[config.mk]
export PLATFORM = sky130hd
export DESIGN_NAME = rah_tx_arbiter
export DESIGN_NICKNAME = d
export VERILOG_FILES = /design/src/rtl/rah_tx_arbiter.sv
export SDC_FILE = /design/constraint.sdc
export NUM_CORES = 1
export LEC_CHECK = 0
export ABC_AREA = 0
export BUFFER_PORTS_ARGS = -buffer_cell sky130_fd_sc_hd__buf_2
export CORE_MARGIN = 2
export CORE_UTILIZATION = 60
export DETAILED_ROUTE_END_ITERATION = 10
export GPL_TIMING_DRIVEN = 0
export PLACE_DENSITY = 0.83
export SLEW_MARGIN = 20
export SYNTH_ARGS = -nofsm -noshare
export SYNTH_HDL_FRONTEND = slang
export SYNTH_SLANG_ARGS = --single-unit
[constraint.sdc]
create_clock -name clk -period 3.8 [get_ports clk]
set_input_delay 0.76 -clock clk [delete_from_list [all_inputs] [get_ports clk]]
set_output_delay 0.76 -clock clk [all_outputs]
set_load 0.03 [all_outputs]
[src/rtl/rah_tx_arbiter.sv]
// rtl/rah_tx_arbiter.sv - N-channel round-robin merger feeding the single rah_encoder write stream
//
// Purpose:
//   Per-channel elastic FIFOs merged onto one output lane. A registered
//   round-robin arbiter grants one channel at a time and sends up to
//   BURST_MAX words from it before rotating. Every output word carries its
//   source channel tag.
//
// Ports:
//   clk           single clock (tx_pixel_clk domain)
//   rst           synchronous, active-high reset
//   in_valid      per-channel word valid
//   in_data       channel k word at [k*DATA_WIDTH +: DATA_WIDTH]
//   in_ready      per-channel FIFO not full
//   out_valid     output word valid
//   out_data      output word
//   out_ch        source channel of out_data
//   out_ready     encoder can accept
//   grant_active  arbiter is in GRANT
//
// Optional build macro:
//   RAH_ARB_CH0_PRIO_EN  channel 0 wins every IDLE arbitration while it holds
//                        data; its grants leave the round-robin pointer alone.
module rah_tx_arbiter #(
  parameter int NUM_CH     = 4,
  parameter int DATA_WIDTH = 48,
  parameter int FIFO_DEPTH = 4,
  parameter int BURST_MAX  = 16,
  parameter int CH_W       = $clog2(NUM_CH)
) (
  input  logic                         clk,
  input  logic                         rst,
  input  logic [NUM_CH-1:0]            in_valid,
  input  logic [NUM_CH*DATA_WIDTH-1:0] in_data,
  output logic [NUM_CH-1:0]            in_ready,
  output logic                         out_valid,
  output logic [DATA_WIDTH-1:0]        out_data,
  output logic [CH_W-1:0]              out_ch,
  input  logic                         out_ready,
  output logic                         grant_active
);

  localparam int PTR_W = $clog2(FIFO_DEPTH);
  localparam int CNT_W = PTR_W + 1;
  localparam int BC_W  = $clog2(BURST_MAX + 1);

  localparam logic [0:0] IDLE  = 1'b0;
  localparam logic [0:0] GRANT = 1'b1;

  logic [DATA_WIDTH-1:0] mem    [NUM_CH][FIFO_DEPTH];
  logic [PTR_W-1:0]      wr_ptr [NUM_CH];
  logic [PTR_W-1:0]      rd_ptr [NUM_CH];
  logic [CNT_W-1:0]      cnt    [NUM_CH];

  logic [0:0]       state;
  logic [CH_W-1:0]  gnt;
  logic [CH_W-1:0]  last_ch;
  logic [BC_W-1:0]  burst_cnt;

  logic [NUM_CH-1:0] push;
  logic [NUM_CH-1:0] pop_vec;
  logic              pop_any;
  logic              sel_found;
  logic              sel_prio;
  logic [CH_W-1:0]   sel_ch;

  // in_ready is gated by rst so nothing is accepted while the FIFOs are being cleared.
  always_comb begin
    for (int k = 0; k < NUM_CH; k++) begin
      in_ready[k] = !rst && (cnt[k] < CNT_W'(FIFO_DEPTH));
    end
  end

  assign push = in_valid & in_ready;

  // Outputs are forced to zero during reset, regardless of the pre-reset state.
  always_comb begin
    grant_active = !rst && (state == GRANT);
    out_valid    = grant_active && (cnt[gnt] != '0);
    out_data     = grant_active ? mem[gnt][rd_ptr[gnt]] : '0;
    out_ch       = grant_active ? gnt : '0;
  end

  assign pop_any = out_valid && out_ready;

  always_comb begin
    for (int k = 0; k < NUM_CH; k++) begin
      pop_vec[k] = pop_any && (gnt == CH_W'(k));
    end
  end

  // Round-robin pick: first non-empty channel starting just after the last grant.
  always_comb begin
    int idx;
    logic [CH_W-1:0] cand;
    sel_found = 1'b0;
    sel_prio  = 1'b0;
    sel_ch    = '0;
    idx       = 0;
    cand      = '0;
    for (int i = 1; i <= NUM_CH; i++) begin
      idx  = (int'(last_ch) + i) % NUM_CH;
      cand = CH_W'(idx);
      if (!sel_found && (cnt[cand] != '0)) begin
        sel_found = 1'b1;
        sel_ch    = cand;
      end
    end
`ifdef RAH_ARB_CH0_PRIO_EN
    if (cnt[0] != '0) begin
      sel_found = 1'b1;
      sel_prio  = 1'b1;
      sel_ch    = '0;
    end
`endif
  end

  // FIFO storage carries no reset; validity is tracked entirely by cnt.
  always_ff @(posedge clk) begin
    for (int k = 0; k < NUM_CH; k++) begin
      if (push[k]) mem[k][wr_ptr[k]] <= in_data[k*DATA_WIDTH +: DATA_WIDTH];
    end
  end

  always_ff @(posedge clk) begin
    for (int k = 0; k < NUM_CH; k++) begin
      if (rst) begin
        wr_ptr[k] <= '0;
        rd_ptr[k] <= '0;
        cnt[k]    <= '0;
      end else begin
        if (push[k])    wr_ptr[k] <= wr_ptr[k] + 1'b1;
        if (pop_vec[k]) rd_ptr[k] <= rd_ptr[k] + 1'b1;
        case ({push[k], pop_vec[k]})
          2'b10:   cnt[k] <= cnt[k] + 1'b1;
          2'b01:   cnt[k] <= cnt[k] - 1'b1;
          default: cnt[k] <= cnt[k];
        endcase
      end
    end
  end

  always_ff @(posedge clk) begin
    if (rst) begin
      state     <= IDLE;
      gnt       <= '0;
      last_ch   <= CH_W'(NUM_CH - 1);
      burst_cnt <= '0;
    end else begin
      case (state)
        IDLE: begin
          if (sel_found) begin
            state     <= GRANT;
            gnt       <= sel_ch;
            burst_cnt <= '0;
            if (!sel_prio) last_ch <= sel_ch;
          end
        end
        GRANT: begin
          if (pop_any) begin
            burst_cnt <= burst_cnt + 1'b1;
            // A same-cycle push to the granted channel keeps the burst alive.
            if (((cnt[gnt] == CNT_W'(1)) && !push[gnt]) ||
                (burst_cnt + 1'b1 == BC_W'(BURST_MAX))) begin
              state <= IDLE;
            end
          end
        end
        default: state <= IDLE;
      endcase
    end
  end

endmodule

==> impl_metrics.py <==
metrics = {
    "timing": {
        "hold_viol_final": 0,
        "finalCriticalPeriod_ps": 3847,
        "tightest_slew_ps": 906.5,
        "fin_skew_ps": 27.49,
        "setup_viol": 6,
        "max_freq_ghz": 0.2599,
        "setup_ws_ps": -47.24,
        "min_period_over_period": 1.012,
        "finalMaxSlewViolations": 0,
        "rsz0062_at_grt": "yes",
        "relSlewSlack": 0.3956,
    },
    "power_and_ir_drop": {
        "p_per_area_mw_per_mm2": 524.3,
        "total_power_mw": 20.05,
        "ir_worst_vdd_v": 0.0003424,
        "leakagePower_nw": 13.47,
    },
    "place": {
        "portBuffers": 254,
        "hpwl_mm": 51.15,
        "place.gp.congestion": 0.8762,
    },
    "synthesis": {
        "synth_fp_nets": 1798,
        "yosysMostFrequentCell": "edfxtp_1",
        "synth_edf_count": 796,
        "yosys_warnings": 0,
        "syn_avg_cell_area_um2": 20.57,
        "netlist_instances": 1566,
        "synth_commonest_cells": "796 x edfxtp_1, 252 x mux2i_1, 149 x mux4_2, 49 x o22ai_1, 47 x clkbuf_1",
        "synthesis.area_mm2": 0.03222,
        "ys_ff_latch": 810,
        "synth_top_area_share": 0.7419,
        "async_reset_ff_frac": 0,
        "yosysTopAreaCell": "edfxtp_1",
        "synth-seq-area-share": 0.7506,
        "ys.flop_type": "edfxtp_1",
        "synth_cell_types": 49,
        "synth_top_cells_by_area": "edfxtp_1 74%, mux4_2 10%, mux2i_1 7.8%",
    },
    "global_routing": {
        "grt_max_degree": 46,
        "antenna_found_initial": 45,
        "grt_pass1_wl_mm": 113.2,
        "grt-ovfl-total": 0,
        "grtUsageTotal": 0.2823,
        "grt_pass1_vias": 17410,
    },
    "critical_path": {
        "critPathBufInv": 3,
        "crit_family": "multiplexers",
        "path_cells": "buf_12 -> mux2i_4 -> mux2_4 -> buf_6 -> mux4_2 -> o22ai_1 -> buf_2",
        "path_class": "reg2out",
        "cp-start-kind": "flip-flop",
        "crit_path_max_incr_delay_ps": 570,
        "cp_max_fo": 10,
        "critPathSlowestCell": "mux4_2",
        "required_ps": 3040,
        "endpoint_kind": "output port",
        "crit_arrival_ps": 3090,
    },
    "floorplan": {
        "die_w_um": 235.7,
        "die_area_mm2": 0.05556,
        "core-area_mm2": 0.05287,
        "start_util": 0.6094,
        "io_pins": 255,
        "row_count": 84,
        "die_h_um": 235.7,
    },
    "hold_path": {
        "worstHoldPathType": "in2reg",
    },
    "cells_and_area": {
        "fin_nets": 2156,
        "fill_cells": 2956,
        "areaGrowthSynthToFinish_pct": 18.72,
        "drive_gt1_frac": 0.3422,
        "fin_util": 0.7235,
    },
    "drt": {
        "detail-route-antenna-nets": 0,
        "routedWlPerCell_um": 29.27,
        "drt_iter0_drc": 1797,
        "post-route-drc-count": 0,
        "routed_via_density": 6.402,
        "firstDrtPassIters": 7,
        "drt_wl_total_mm": 79.21,
        "vias": 17320,
    },
    "clocking": {
        "clockRootBuffer": "clkbuf_16",
        "clkLatencyLatePin_ps": 630,
        "cts.sinks": 810,
        "htree_levels": 3,
        "holdBufCountCts": 0,
        "clkTransAtPathRegs_ps": 60,
        "numCtsBuffers": 77,
        "cts_tree": "built",
        "cts_buffer_depth": 3,
    },
    "run_status": {
        "status": "finished with violations",
        "violations": "negative setup slack",
    },
    "flow_run": {
        "drv_cap": 0,
    },
}
sequential cells by signal, indices dropped and copies added, names as in the netlist, named ones only:
| name | cells |
|---|---|
| mem | 768 |
| cnt | 12 |
| rd_ptr | 8 |
| wr_ptr | 8 |
| burst_cnt | 5 |
| gnt | 2 |
| last_ch | 2 |
| state | 1 |
worst register-to-register path: stages (launching register included):
cell and delay, ps:
edfxtp_1 390, buf_6 160, or2_2 290, mux4_2 520, o211a_1 340, nand3_1 250, inv_1 80, ha_1 230
nand2_1 100, xnor2_1 130, ha_1 200, nor2_1 60, mux2i_1 170, xor2_1 190, nor3_1 60
kinds of logic (layout without fill, tap and decap cells):
group / count (synthesis) / after routing / synth area share
other cells: 0 / 34 / 0
flops: 810 / 810 / 0.7506
simple gates: 121 / 121 / 0.01907
mux: 403 / 403 / 0.1836
compound gates: 83 / 83 / 0.01724
buf+inv: 106 / 524 / 0.01390
fa+ha+maj: 33 / 33 / 0.01282
xor+xnor: 10 / 10 / 0.002718
layer usage:
layer  vias to the layer above  wire length, µm  global-route usage
met5                         -              243                   0
met3                       207             7707             0.06860
met1                      8894            28790              0.3672
met4                        40             3101              0.1158
met2                       969            39360              0.4633
li1                       7214                -                   -
stage by stage:
step	setup TNS (ps)	hold slack [ps]	instances	area, µm²	setup WS, ps
2_1_floorplan	0	471.6	1566	32220	541.9
3_5_place_dp	-18220	515.2	2524	34810	-719.3
6_report	-94.89	347.6	2706	38250	-47.24
4_1_cts	0	322.2	2670	37980	0.3519
5_1_grt	-360.4	338.7	2686	38200	-48.67
3_3_place_gp	-88920	496.9	2508	34350	-582.3
cell type report:
type	count	area [µm²]	area share
antenna	34	85.08	0.002225
buffer	70	505.5	0.01322
clock buffer	104	2135	0.05581
clock inverter	35	379.1	0.009912
inverter	30	113.9	0.002977
multi-input combinational	650	8040	0.2102
sequential	810	24190	0.6324
tap	688	860.8	0.02251
timing repair buffer	285	1942	0.05077
final timing paths:
path,startpoint,end,slack [ps],cells past startpoint
setup / recovery,flip-flop,out_data[23],-50,7
hold / removal,in_data[9],mem[0][105],350,1
setup reg to reg,cnt[1][2],cnt[2][2],360,14
hold reg to reg,burst_cnt[4],burst_cnt[4],540,2
cells in the final DEF, fill, tap and decap left out, drive strengths merged, types with 5 or more instances in the layout:
cell	count
nand2	24
nor3	12
mux4	150
xnor2	5
clkbuf	147
mux2i	252
diode	34
clkinv	29
ha	33
o211ai	6
o22ai	49
bufinv	7
and3	20
xor2	5
edfxtp	796
buf	312
nor2	35
inv	29
dfxtp	14
o21ai	5
power breakdown:
part / switching [mW] / total [mW] / internal (mW)
sequential: 0.0931 / 10.1 / 10.0
combinational: 1.30 / 2.28 / 0.983
clock: 3.23 / 7.67 / 4.44
repair_timing:
| item | in CTS | in global routing |
|---|---|---|
| setup endpoints to repair | 48 | 38 |
| gates resized for setup | 164 | 50 |
| buffers inserted | 12 | 1 |
| pin swaps | 8 | 6 |
| gates cloned | 0 | 2 |
| endpoints found under the hold margin | 0 | 0 |
Power figures use the tool's default switching activity.
